--- config.mk ---
export PLATFORM = sky130hd
export DESIGN_NAME = vga_ctrl
export DESIGN_NICKNAME = d
export VERILOG_FILES = /design/src/rtl/vga_pkg.sv /design/src/rtl/vga_ctrl.sv
export SDC_FILE = /design/constraint.sdc
export NUM_CORES = 1
export LEC_CHECK = 0
export CORE_MARGIN = 2
export CORE_UTILIZATION = 30
export CTS_BUF_LIST = sky130_fd_sc_hd__clkbuf_2 sky130_fd_sc_hd__clkbuf_4 sky130_fd_sc_hd__clkbuf_8
export DETAILED_ROUTE_END_ITERATION = 10
export GPL_TIMING_DRIVEN = 0
export PLACE_DENSITY_LB_ADDON = 0.25
export RECOVER_POWER = 100
export SKIP_CTS_REPAIR_TIMING = 1
export SYNTH_ARGS = -nofsm -noshare
export SYNTH_HDL_FRONTEND = slang
export SYNTH_SLANG_ARGS = --single-unit
--- constraint.sdc ---
create_clock -name clk -period 5.7 [get_ports clk]
set_clock_uncertainty 0.1 [all_clocks]
set_input_delay 0.855 -clock clk [delete_from_list [all_inputs] [get_ports clk]]
set_output_delay 0.855 -clock clk [all_outputs]
set_load 0.02 [all_outputs]
--- src/rtl/vga_pkg.sv ---
// rtl/vga_pkg.sv - 640x480@60 Hz timing constants, RGB565 colours and the no-pixel sentinel
//
// Shared by vga_ctrl and the pattern/image generators.
//   H_*/V_*          : default 640x480 timing, used as vga_ctrl parameter defaults
//   H_TOTAL/V_TOTAL  : line length in clocks / frame length in lines
//   RGB_*            : RGB565 colours common to all generators
//   PIX_NONE         : coordinate value meaning "no pixel requested"
package vga_pkg;

    localparam int H_SYNC  = 96;
    localparam int H_BACK  = 48;
    localparam int H_VALID = 640;
    localparam int H_FRONT = 16;
    localparam int H_TOTAL = H_SYNC + H_BACK + H_VALID + H_FRONT;

    localparam int V_SYNC  = 2;
    localparam int V_BACK  = 33;
    localparam int V_VALID = 480;
    localparam int V_FRONT = 10;
    localparam int V_TOTAL = V_SYNC + V_BACK + V_VALID + V_FRONT;

    localparam logic [9:0] PIX_NONE = 10'h3ff;

    localparam logic [15:0] RGB_BLACK   = 16'h0000;
    localparam logic [15:0] RGB_WHITE   = 16'hffff;
    localparam logic [15:0] RGB_RED     = 16'hf800;
    localparam logic [15:0] RGB_GREEN   = 16'h07e0;
    localparam logic [15:0] RGB_BLUE    = 16'h001f;
    localparam logic [15:0] RGB_YELLOW  = 16'hffe0;
    localparam logic [15:0] RGB_CYAN    = 16'h07ff;
    localparam logic [15:0] RGB_MAGENTA = 16'hf81f;

    function automatic logic [15:0] rgb565(input logic [4:0] r, input logic [5:0] g,
                                           input logic [4:0] b);
        return {r, g, b};
    endfunction

endpackage

--- src/rtl/vga_ctrl.sv ---
// rtl/vga_ctrl.sv - VGA scan timing controller with one-clock-ahead pixel requests
//
// Ports:
//   clk          in   pixel clock (25 MHz for 640x480@60)
//   rst_n        in   asynchronous active-low reset
//   pix_data     in   RGB565 from a registered generator, valid one clk after pix_x/pix_y
//   pix_x/pix_y  out  requested column/row, PIX_NONE outside the request window
//   hsync/vsync  out  sync pulses, asserted level SYNC_POL
//   rgb_valid    out  display enable, high inside the active window
//   rgb          out  pix_data gated to zero outside the active window
//   frame_start  out  high while both counters are zero
module vga_ctrl #(
    parameter int   H_SYNC   = vga_pkg::H_SYNC,
    parameter int   H_BACK   = vga_pkg::H_BACK,
    parameter int   H_VALID  = vga_pkg::H_VALID,
    parameter int   H_FRONT  = vga_pkg::H_FRONT,
    parameter int   V_SYNC   = vga_pkg::V_SYNC,
    parameter int   V_BACK   = vga_pkg::V_BACK,
    parameter int   V_VALID  = vga_pkg::V_VALID,
    parameter int   V_FRONT  = vga_pkg::V_FRONT,
    parameter logic SYNC_POL = 1'b0
) (
    input  logic        clk,
    input  logic        rst_n,
    input  logic [15:0] pix_data,
    output logic [9:0]  pix_x,
    output logic [9:0]  pix_y,
    output logic        hsync,
    output logic        vsync,
    output logic        rgb_valid,
    output logic [15:0] rgb,
    output logic        frame_start
);
    import vga_pkg::*;

    localparam int LINE_CLKS  = H_SYNC + H_BACK + H_VALID + H_FRONT;
    localparam int FRAME_LINES = V_SYNC + V_BACK + V_VALID + V_FRONT;

    if (LINE_CLKS > 1023 || FRAME_LINES > 1023) begin : g_param_check
        $error("vga_ctrl: timing parameter sums exceed the 10-bit counter range");
    end

    localparam logic [9:0] H_LAST     = 10'(LINE_CLKS - 1);
    localparam logic [9:0] V_LAST     = 10'(FRAME_LINES - 1);
    localparam logic [9:0] H_SYNC_END = 10'(H_SYNC);
    localparam logic [9:0] V_SYNC_END = 10'(V_SYNC);
    localparam logic [9:0] H_ACT_BEG  = 10'(H_SYNC + H_BACK);
    localparam logic [9:0] H_ACT_END  = 10'(H_SYNC + H_BACK + H_VALID);
    // Request window leads the display window by one clock to cover the generator register.
    localparam logic [9:0] H_REQ_BEG  = 10'(H_SYNC + H_BACK - 1);
    localparam logic [9:0] H_REQ_END  = 10'(H_SYNC + H_BACK + H_VALID - 1);
    localparam logic [9:0] V_ACT_BEG  = 10'(V_SYNC + V_BACK);
    localparam logic [9:0] V_ACT_END  = 10'(V_SYNC + V_BACK + V_VALID);

    logic [9:0] h_cnt;
    logic [9:0] v_cnt;
    logic       v_act;
    logic       pix_req;

    always_ff @(posedge clk or negedge rst_n) begin
        if (!rst_n) begin
            h_cnt <= '0;
            v_cnt <= '0;
        end else if (h_cnt == H_LAST) begin
            h_cnt <= '0;
            v_cnt <= (v_cnt == V_LAST) ? '0 : v_cnt + 10'd1;
        end else begin
            h_cnt <= h_cnt + 10'd1;
        end
    end

    assign hsync = (h_cnt < H_SYNC_END) ? SYNC_POL : ~SYNC_POL;
    assign vsync = (v_cnt < V_SYNC_END) ? SYNC_POL : ~SYNC_POL;

    assign v_act     = (v_cnt >= V_ACT_BEG) && (v_cnt < V_ACT_END);
    assign rgb_valid = (h_cnt >= H_ACT_BEG) && (h_cnt < H_ACT_END) && v_act;
    assign pix_req   = (h_cnt >= H_REQ_BEG) && (h_cnt < H_REQ_END) && v_act;

    assign pix_x = pix_req ? h_cnt - H_REQ_BEG : PIX_NONE;
    assign pix_y = pix_req ? v_cnt - V_ACT_BEG : PIX_NONE;

    assign rgb         = rgb_valid ? pix_data : 16'd0;
    assign frame_start = (h_cnt == 10'd0) && (v_cnt == 10'd0);

endmodule

* Word-level counts from Yosys, hierarchy flattened *
Cells that the tools add are included.

storage, ports and cells
  word-level logic and storage cells = 31
  ROM bits = 0
  memories kept = 0
  output and inout port bits = 40
  input port bits = 18
  latch bits = 0
  flip-flop bits (word level) = 20
  RAM bits = 0

cells by class
  bitwise logic cells = 0
  $lt $le $gt $ge = 8
  div/mod/pow operators = 0
  shift-type cells = 0
  add/sub/neg operators = 4
  reduce and logical (&&, ||, !) cells = 8
  multipliers = 0
  equality and inequality tests = 2
  multiplexer cells = 7

operators by type and width
  cell                                                                    number
  10-bit 2-to-1 mux                                                       4
  10-bit < comparator, second input constant                              3
  10-bit by 1-bit adder with 10-bit output, second input constant         2
  10-bit == test, second input constant                                   2
  10-bit by 8-bit >= comparator with 1-bit output, second input constant  2
  10-bit logical NOT                                                      2
  16-bit 2-to-1 mux                                                       1
  10-bit by 6-bit >= comparator with 1-bit output, second input constant  1
  10-bit by 2-bit < comparator with 1-bit output, second input constant   1
  10-bit by 7-bit < comparator with 1-bit output, second input constant   1
  10-bit by 6-bit subtractor with 10-bit output, second input constant    1
  10-bit by 8-bit subtractor with 10-bit output, second input constant    1
  1-bit logical AND                                                       6
  1-bit 2-to-1 mux                                                        2

* Depth between registers and ports, before layout *
Gate-level depths: netlist of run 1.

  depth after elaboration = 4
  gate-level depth with buffers = 7
  depth with buffers taken out = 6

* Worst setup path before layout of run 1 *
No wires, ideal clock.

  path kind = register -> output
  start point = reg v_cnt[0]
  end point = out rgb[10]
  required time = 4.745 ns
  cell stages (with the launch flop) = 8
  data arrival time = 2.012 ns
  path slack = 2.733 ns
  buffers on the path = 2
  path through = dfrtp_1 ha_1 buf_2 nor4_1 nand3_1 a221oi_4 buf_6 and2_1

on the way
  cells in the longest elaborated chain, start to end = 4

RTL lines
  item                                                                                    line            RTL
  from (decl)                                                                             vga_ctrl.sv:56  logic [9:0] v_cnt;
  from (signal assigned)                                                                  vga_ctrl.sv:66  v_cnt <= (v_cnt == V_LAST) ? '0 : v_cnt + 10'd1;
  10-bit by 6-bit >= comparator with 1-bit output or 10-bit < comparator (tied branches)  vga_ctrl.sv:75  assign v_act = (v_cnt >= V_ACT_BEG) && (v_cnt < V_ACT_END);
  1-bit logical AND (*)                                                                   vga_ctrl.sv:75
  1-bit logical AND (*)                                                                   vga_ctrl.sv:76  assign rgb_valid = (h_cnt >= H_ACT_BEG) && (h_cnt < H_ACT_END) && v_act;
  via rgb_valid                                                                           vga_ctrl.sv:30  output logic rgb_valid,
  16-bit 2-to-1 mux (*)                                                                   vga_ctrl.sv:82  assign rgb = rgb_valid ? pix_data : 16'd0;
  to (decl)                                                                               vga_ctrl.sv:31  output logic [15:0] rgb,

Mark *: on every way through the listed nets, which the timed path passes. The rest lies on a longest branch.

* Final worst setup path of run 1 *
  start point = reg v_cnt[0]
  end point = out rgb[11]

on the way
  cells in the longest elaborated chain, start to end = 4

RTL lines
  item                                                                                    line
  10-bit by 6-bit >= comparator with 1-bit output or 10-bit < comparator (tied branches)  vga_ctrl.sv:75
  1-bit logical AND (*)                                                                   vga_ctrl.sv:75
  1-bit logical AND (*)                                                                   vga_ctrl.sv:76
  16-bit 2-to-1 mux (*)                                                                   vga_ctrl.sv:82

Every way passes the cells marked *; elsewhere a longest branch is shown, timed or not.

==> impl_metrics.toml, run 1 <==
[timing]
finalWorstPathRequiredPeriod_ns = 4.46
clock.fmax_mhz = 224
tightestPinTransition_ns = 1.02
slew_violations = 0
setup-violations-final = 0
slew_headroom_pct = 31.9
setup_repair_after_global_routing_missed_its_margin = "no"
hold_violations = 0
finalCritPeriodShare_pct = 78.3
final.setup.tns_ns = 0

[floorplanning]
floorplan.initialDensity_pct = 30.9
core_area_um2 = 5510
fp.dieArea_um2 = 6300
core.rowCount = 27
die_w_um = 79.4
die_h_um = 79.4
num_io_pins = 58

[setup_path]
r2r_slack_ns = 3.34
critPathKind = "flop to output pin"
required_ns = 4.74
worst_setup_path_start_kind = "flop"
worstReg2RegStart = "h_cnt[0]$_DFF_PN0_"
timing.rr.end = "v_cnt[0]$_DFFE_PN0P_"
critical_path.endpoint_type = "output pin"
critPathMaxFanout = 10
cp_data_arrival_time_ns = 3.51
timing.reg2reg.worst_path_depth = 6

[cts]
post_cts_clock_slew_at_the_launch_and_capture_registers_of_the_worst_setup_and_hold_paths_ns = 0.08
cts.sinks = 20
tritoncts = "yes"
cts_inserted_buffers = 3
clock_path_buffers = 2
clk_latency_worst_skew_pair_ns = 0.25
clockRootBuffer = "sky130_fd_sc_hd__clkbuf_8"
cts.htree.levels = 1

[pwr]
power.total_w = 0.000249
pwr_density_cell_nw_per_um2 = 105
worst_ir_drop_vdd_mv = 0.0946
static-leakage-power_nw = 0.937

[hold_path]
min-delay-start = "h_cnt[0]$_DFF_PN0_"
timing.hold.worst_path_depth = 1
worstHoldEndpoint = "h_cnt[0]$_DFF_PN0_"
hold_class = "flop to flop"

[synthesis]
synth_sequential_area_ratio_pct = 29.4
post_synth_num_cell_types = 51
cell_taking_the_most_area_after_synthesis = "sky130_fd_sc_hd__dfrtp_1"
post_synthesis_instance_area_um2 = 1700
synth_top_cells_by_count = "sky130_fd_sc_hd__nand3_1 (23), sky130_fd_sc_hd__dfrtp_1 (20), sky130_fd_sc_hd__and2_1 (18), sky130_fd_sc_hd__nor2_1 (15)"
ys_dominant_reg_cell = "sky130_fd_sc_hd__dfrtp_1"
post_synthesis_net_count = 232
synth_cells = 210
synth-async-reset-ratio_pct = 100
ffs_latches_synth = 20
synth.most_common_cell = "sky130_fd_sc_hd__nand3_1"
post_synth_edffs = 0
synth_top_cell_area_share_pct = 29.4
post_synth_main_area_contributors = "sky130_fd_sc_hd__dfrtp_1 (29%), sky130_fd_sc_hd__nand3_1 (6.8%), sky130_fd_sc_hd__and2_1 (6.6%)"
syn_area_per_cell_um2 = 8.11
synth_warnings = 0

[routing]
num_vias = 1780
wirelength_um = 4880
wire_per_inst_um = 14.3
drt-initial-drc-count = 66
route.antenna.remaining_nets = 0
route.detailed.vias_per_inst = 5.20
drt-pass1-iter-count = 5
drc_errors = 0

[layout]
utilization_of_the_core_after_routing_pct = 43.0
proportion_of_layout_cells_with_a_drive_suffix_above_1_pct = 6.67
layout.nets = 294
num_antenna_cells = 0
area_growth_syn_to_layout_pct = 39.0
final_cell_count_no_fill = 342

[grt]
grt_antenna_before_repair = 0
grt_remaining_overflow = 0
grt_start_max_net_pins = 21
grt_util_all_layers_pct = 15.7
grt_first_pass_wirelength_um = 7870
first_global_vias = 1644

[placed_design]
place.detailed.instances = 339
placement.io_buffers = 57
routabilityCongestion = 0.820
place_hpwl_um = 3540

[job]
drv.max_cap_violation_count = 0

[status]
outcome = "finished clean"
[kinds of logic (layout without fill, tap and decap cells)]
kind of cell	after synthesis	after routing	share of synthesized area, %
AND/OR/NAND/NOR	103	103	34.7
buffers and inverters	31	91	8.81
flip-flops	20	20	29.4
AO/OA/AOI/OAI	33	33	14.2
adder cells (fa/ha/maj)	4	4	2.94
multiplexers	2	2	1.25
XOR/XNOR	17	17	8.74
[where the power goes]
group	internal, W	total, W	switching, W
clock network	0.0000470	0.0000937	0.0000466
logic	0.00000987	0.0000139	0.00000398
registers	0.000142	0.000142	0
total	0.000199	0.000249	0.0000506
[how the worst max path moves through the flow]
| stage | start | to | slack (ns) | cells after the start |
|---|---|---|---|---|
| floorplan | v_cnt[0]$_DFFE_PN0P_ | rgb[10] | 2.73 | 7 |
| global placement | v_cnt[0]$_DFFE_PN0P_ | pix_y[2] | 1.82 | 8 |
| detailed placement | v_cnt[0]$_DFFE_PN0P_ | pix_y[3] | 1.85 | 8 |
| CTS | v_cnt[0]$_DFFE_PN0P_ | pix_y[3] | 1.55 | 8 |
| global route | v_cnt[0]$_DFFE_PN0P_ | rgb[11] | 0.94 | 8 |
| finish | v_cnt[0]$_DFFE_PN0P_ | rgb[11] | 1.24 | 8 |
[registers in the layout, indices dropped and copies added (netlist names)]
register  cells
h_cnt        10
v_cnt        10
[final cells by class]
type / count / area (um2)
Fill cell: 562 / 3140
Multi-Input combinational cell: 159 / 1030
Timing Repair Buffer: 57 / 571
Sequential cell: 20 / 500
Buffer: 23 / 104
Tap cell: 72 / 90.1
Clock buffer: 3 / 41.3
Inverter: 8 / 30.0
[through the flow]
stage | setup WS [ns] | hold WS, ns | cell area [um2]
floorplan | 2.73 | 0.385 | 1700
global placement | 1.82 | 0.424 | 2360
detailed placement | 1.85 | 0.436 | 2360
CTS | 1.55 | 0.446 | 2410
global route | 0.935 | 0.464 | 2370
finish | 1.24 | 0.445 | 2370
[layout by cell type, fill, tap and decap left out, types with 7 or more instances in the layout]
cell,n
sky130_fd_sc_hd__a21oi_1,7
sky130_fd_sc_hd__nor2_1,15
sky130_fd_sc_hd__clkbuf_1,14
sky130_fd_sc_hd__nand2_1,10
sky130_fd_sc_hd__nand3_1,23
sky130_fd_sc_hd__dlygate4sd3_1,39
sky130_fd_sc_hd__xnor2_1,11
sky130_fd_sc_hd__dfrtp_1,20
sky130_fd_sc_hd__buf_2,7
sky130_fd_sc_hd__inv_1,8
sky130_fd_sc_hd__and2_1,18
sky130_fd_sc_hd__clkdlybuf4s50_1,18
sky130_fd_sc_hd__o21ai_0,8
[worst max-delay path: stages (launching register included)]
cell and delay, ns:
sky130_fd_sc_hd__dfrtp_1 0.46, sky130_fd_sc_hd__ha_1 0.22, sky130_fd_sc_hd__buf_2 0.18, sky130_fd_sc_hd__nor4_1 0.31
sky130_fd_sc_hd__nand3_1 0.16, sky130_fd_sc_hd__a221oi_1 0.76, sky130_fd_sc_hd__clkbuf_1 0.32, sky130_fd_sc_hd__and2_1 0.16
sky130_fd_sc_hd__dlygate4sd3_1 0.67
[routing by layer]
metal | wire length (um) | vias up | GRT usage, % | part of all wire [%]
met4 | 40 | 0 | 3.97 | 0.82
met5 | 0 | - | 0 | 0
li1 | - | 856 | - | -
met2 | 2200 | 86 | 26.9 | 45
met1 | 2220 | 834 | 19.8 | 45
met3 | 425 | 4 | 3.73 | 8.7
Note: power is estimated with default switching activity, not from simulation.
==> inputs of run 2 (changes only) <==
==> constraint.sdc (replaced) <==
create_clock -name clk -period 3.8 [get_ports clk]
set_clock_uncertainty 0.1 [all_clocks]
set_input_delay 0.57 -clock clk [delete_from_list [all_inputs] [get_ports clk]]
set_output_delay 0.57 -clock clk [all_outputs]
set_load 0.02 [all_outputs]
==> run 2 against run 1 <==
Sequential power grew 50%. Combinational power is 49% higher. Cell area increased by 1.8%. Count of clock-buffer cells in the layout unchanged. Utilization up 0.77 points. Wire length decreased by 1.4%. Largest cell class unchanged. Largest power group unchanged. Highest routed layer unchanged.
==> impl_metrics.toml, run 2 (synthesis gave the netlist of run 1 again) <==
[timing]
slew_headroom_pct = 32.8
setup_repair_after_global_routing_missed_its_margin = "no"
finalWorstPathRequiredPeriod_ns = 3.64
setup-violations-final = 0
finalCritPeriodShare_pct = 95.8
finalWorstSetupSlack_ns = 0.161
slew_violations = 0
final.setup.tns_ns = 0
clock.fmax_mhz = 275
hold_violations = 0
tightestPinTransition_ns = 1.01

[routing]
drt-pass1-iter-count = 4
wirelength_um = 4810
wire_per_inst_um = 14.0
num_vias = 1750
route.detailed.vias_per_inst = 5.10
drc_errors = 0
route.antenna.remaining_nets = 0
drt-initial-drc-count = 79

[cts]
cts.htree.levels = 1
cts_inserted_buffers = 3
clock_path_buffers = 2
cts.sinks = 20
clockRootBuffer = "sky130_fd_sc_hd__clkbuf_8"
post_cts_clock_slew_at_the_launch_and_capture_registers_of_the_worst_setup_and_hold_paths_ns = 0.07
clk_latency_worst_skew_pair_ns = 0.25
tritoncts = "yes"

[grt]
grt_util_all_layers_pct = 15.7
first_global_vias = 1644
groute.layer.met2.usage_pct = 26.9
grt_use_met1_pct = 19.8
global_route.peak_usage_layer = "met2"
grt_remaining_overflow = 0
grt_first_pass_wirelength_um = 7870
grt.met3_usage_pct = 3.73
grt_start_max_net_pins = 21
grt_antenna_before_repair = 0

[floorplanning]
core_area_um2 = 5510
floorplan.initialDensity_pct = 30.9
die_w_um = 79.4
fp.dieArea_um2 = 6300
core.rowCount = 27
num_io_pins = 58
die_h_um = 79.4

[layout]
most_common_cell_after_layout_fill_and_taps_aside = "sky130_fd_sc_hd__clkdlybuf4s50_1"
num_antenna_cells = 0
final_cell_count_no_fill = 343
area_growth_syn_to_layout_pct = 41.5
seq_area_um2 = 500
layout.nets = 295
fillcell_total = 555
proportion_of_layout_cells_with_a_drive_suffix_above_1_pct = 8.86
largestRegisters = "h_cnt x10, v_cnt x10"
utilization_of_the_core_after_routing_pct = 43.8
multi_input_comb_area_um2 = 1060
post-route-cell-area_um2 = 2410
most-common-layout-cells = "sky130_fd_sc_hd__clkdlybuf4s50_1 (50), sky130_fd_sc_hd__nand3_1 (23), sky130_fd_sc_hd__dfrtp_1 (20)"

[pwr]
static-leakage-power_nw = 1.01
pwr_density_cell_nw_per_um2 = 155
worst_ir_drop_vdd_mv = 0.141

[placed_design]
routabilityCongestion = 0.820
placement.io_buffers = 57
place.detailed.instances = 339
post_dp_cell_area_um2 = 2360
place_hpwl_um = 3540
place_worst_setup_slack_ns = 0.234

[setup_path]
highest_delay_cell_along_the_critical_path = "sky130_fd_sc_hd__dlygate4sd3_1"
cp_data_arrival_time_ns = 2.97
timing.rr.end = "v_cnt[0]$_DFFE_PN0P_"
worstPathCellList = "ha_1, buf_2, o41ai_2, a21o_1, a21oi_1, clkbuf_2, nand3_1, dlygate4sd3_1"
r2r_slack_ns = 1.45
critical_path.endpoint_type = "output pin"
timing.critical_path.slowest_cell_delay_ns = 0.67
worst_setup_path_start_kind = "flop"
critPathMaxFanout = 10
critPathKind = "flop to output pin"
required_ns = 3.13
startpoint = "v_cnt[0]$_DFFE_PN0P_"
timing.reg2reg.worst_path_depth = 6
worstReg2RegStart = "h_cnt[0]$_DFF_PN0_"

[hold_path]
worstHoldEndpoint = "h_cnt[0]$_DFF_PN0_"
timing.hold.worst_path_depth = 1
min-delay-start = "h_cnt[0]$_DFF_PN0_"
hold_class = "flop to flop"

[job]
drv.max_cap_violation_count = 0

[status]
outcome = "finished clean"
## run 2: worst max path at each step
stage                    end  cells past startpoint
floorplan            rgb[10]                      7
global placement    pix_y[2]                      8
detailed placement  pix_y[3]                      8
CTS                 pix_y[3]                      8
global route         rgb[15]                      8
finish              pix_x[0]                      8
## run 2: final cells by class
cell class	count	share of cell area (%)
clock buffer	3	1.71
inverter	8	1.25
buffer	23	4.72
timing repair buffer	58	24.0
multi-input combinational	159	43.9
tap	72	3.74
sequential	20	20.8
## run 2: metrics by stage
stage          power (W)  hold WS, ns
6_report        0.000374        0.443
5_1_grt         0.000393        0.464
4_1_cts         0.000379        0.446
3_5_place_dp    0.000238        0.436
3_3_place_gp    0.000238        0.424
2_1_floorplan   0.000217        0.174
## run 2: where the power goes
part | switching (W) | internal, W | total (W) | leakage [nW]
Sequential | 0 | 0.000213 | 0.000213 | 0.265
Combinational | 0.00000593 | 0.0000148 | 0.0000207 | 0.727
Clock | 0.0000695 | 0.0000706 | 0.000140 | 0.0216
Total | 0.0000755 | 0.000298 | 0.000374 | 1.01
## run 2: critical path, delay by kind of cell, from the launching register on
| family | cells | cell delay [ns] |
|---|---|---|
| AO/OA/AOI/OAI | 3 | 0.84 |
| AND/OR/NAND/NOR | 1 | 0.12 |
| adder cells (fa/ha/maj) | 1 | 0.22 |
| buffers and inverters | 3 | 1.07 |
| flip-flops | 1 | 0.46 |
## run 2: per-layer routing
layer	up-vias	part of all wire (%)
met5	-	0
met2	66	46
met4	0	0.71
met3	2	9.2
li1	860	-
met1	822	44
==> inputs of run 3 (changes only) <==
--- a/config.mk
+++ b/config.mk
@@ -8,6 +8,7 @@
 export CORE_MARGIN = 2
 export CORE_UTILIZATION = 30
 export CTS_BUF_LIST = sky130_fd_sc_hd__clkbuf_2 sky130_fd_sc_hd__clkbuf_4 sky130_fd_sc_hd__clkbuf_8
+export CTS_CLUSTER_DIAMETER = 80
 export DETAILED_ROUTE_END_ITERATION = 10
 export GPL_TIMING_DRIVEN = 0
 export PLACE_DENSITY_LB_ADDON = 0.25
==> results of run 3 <==
The final DEF is identical to that of run 2; final timing and power are the same.
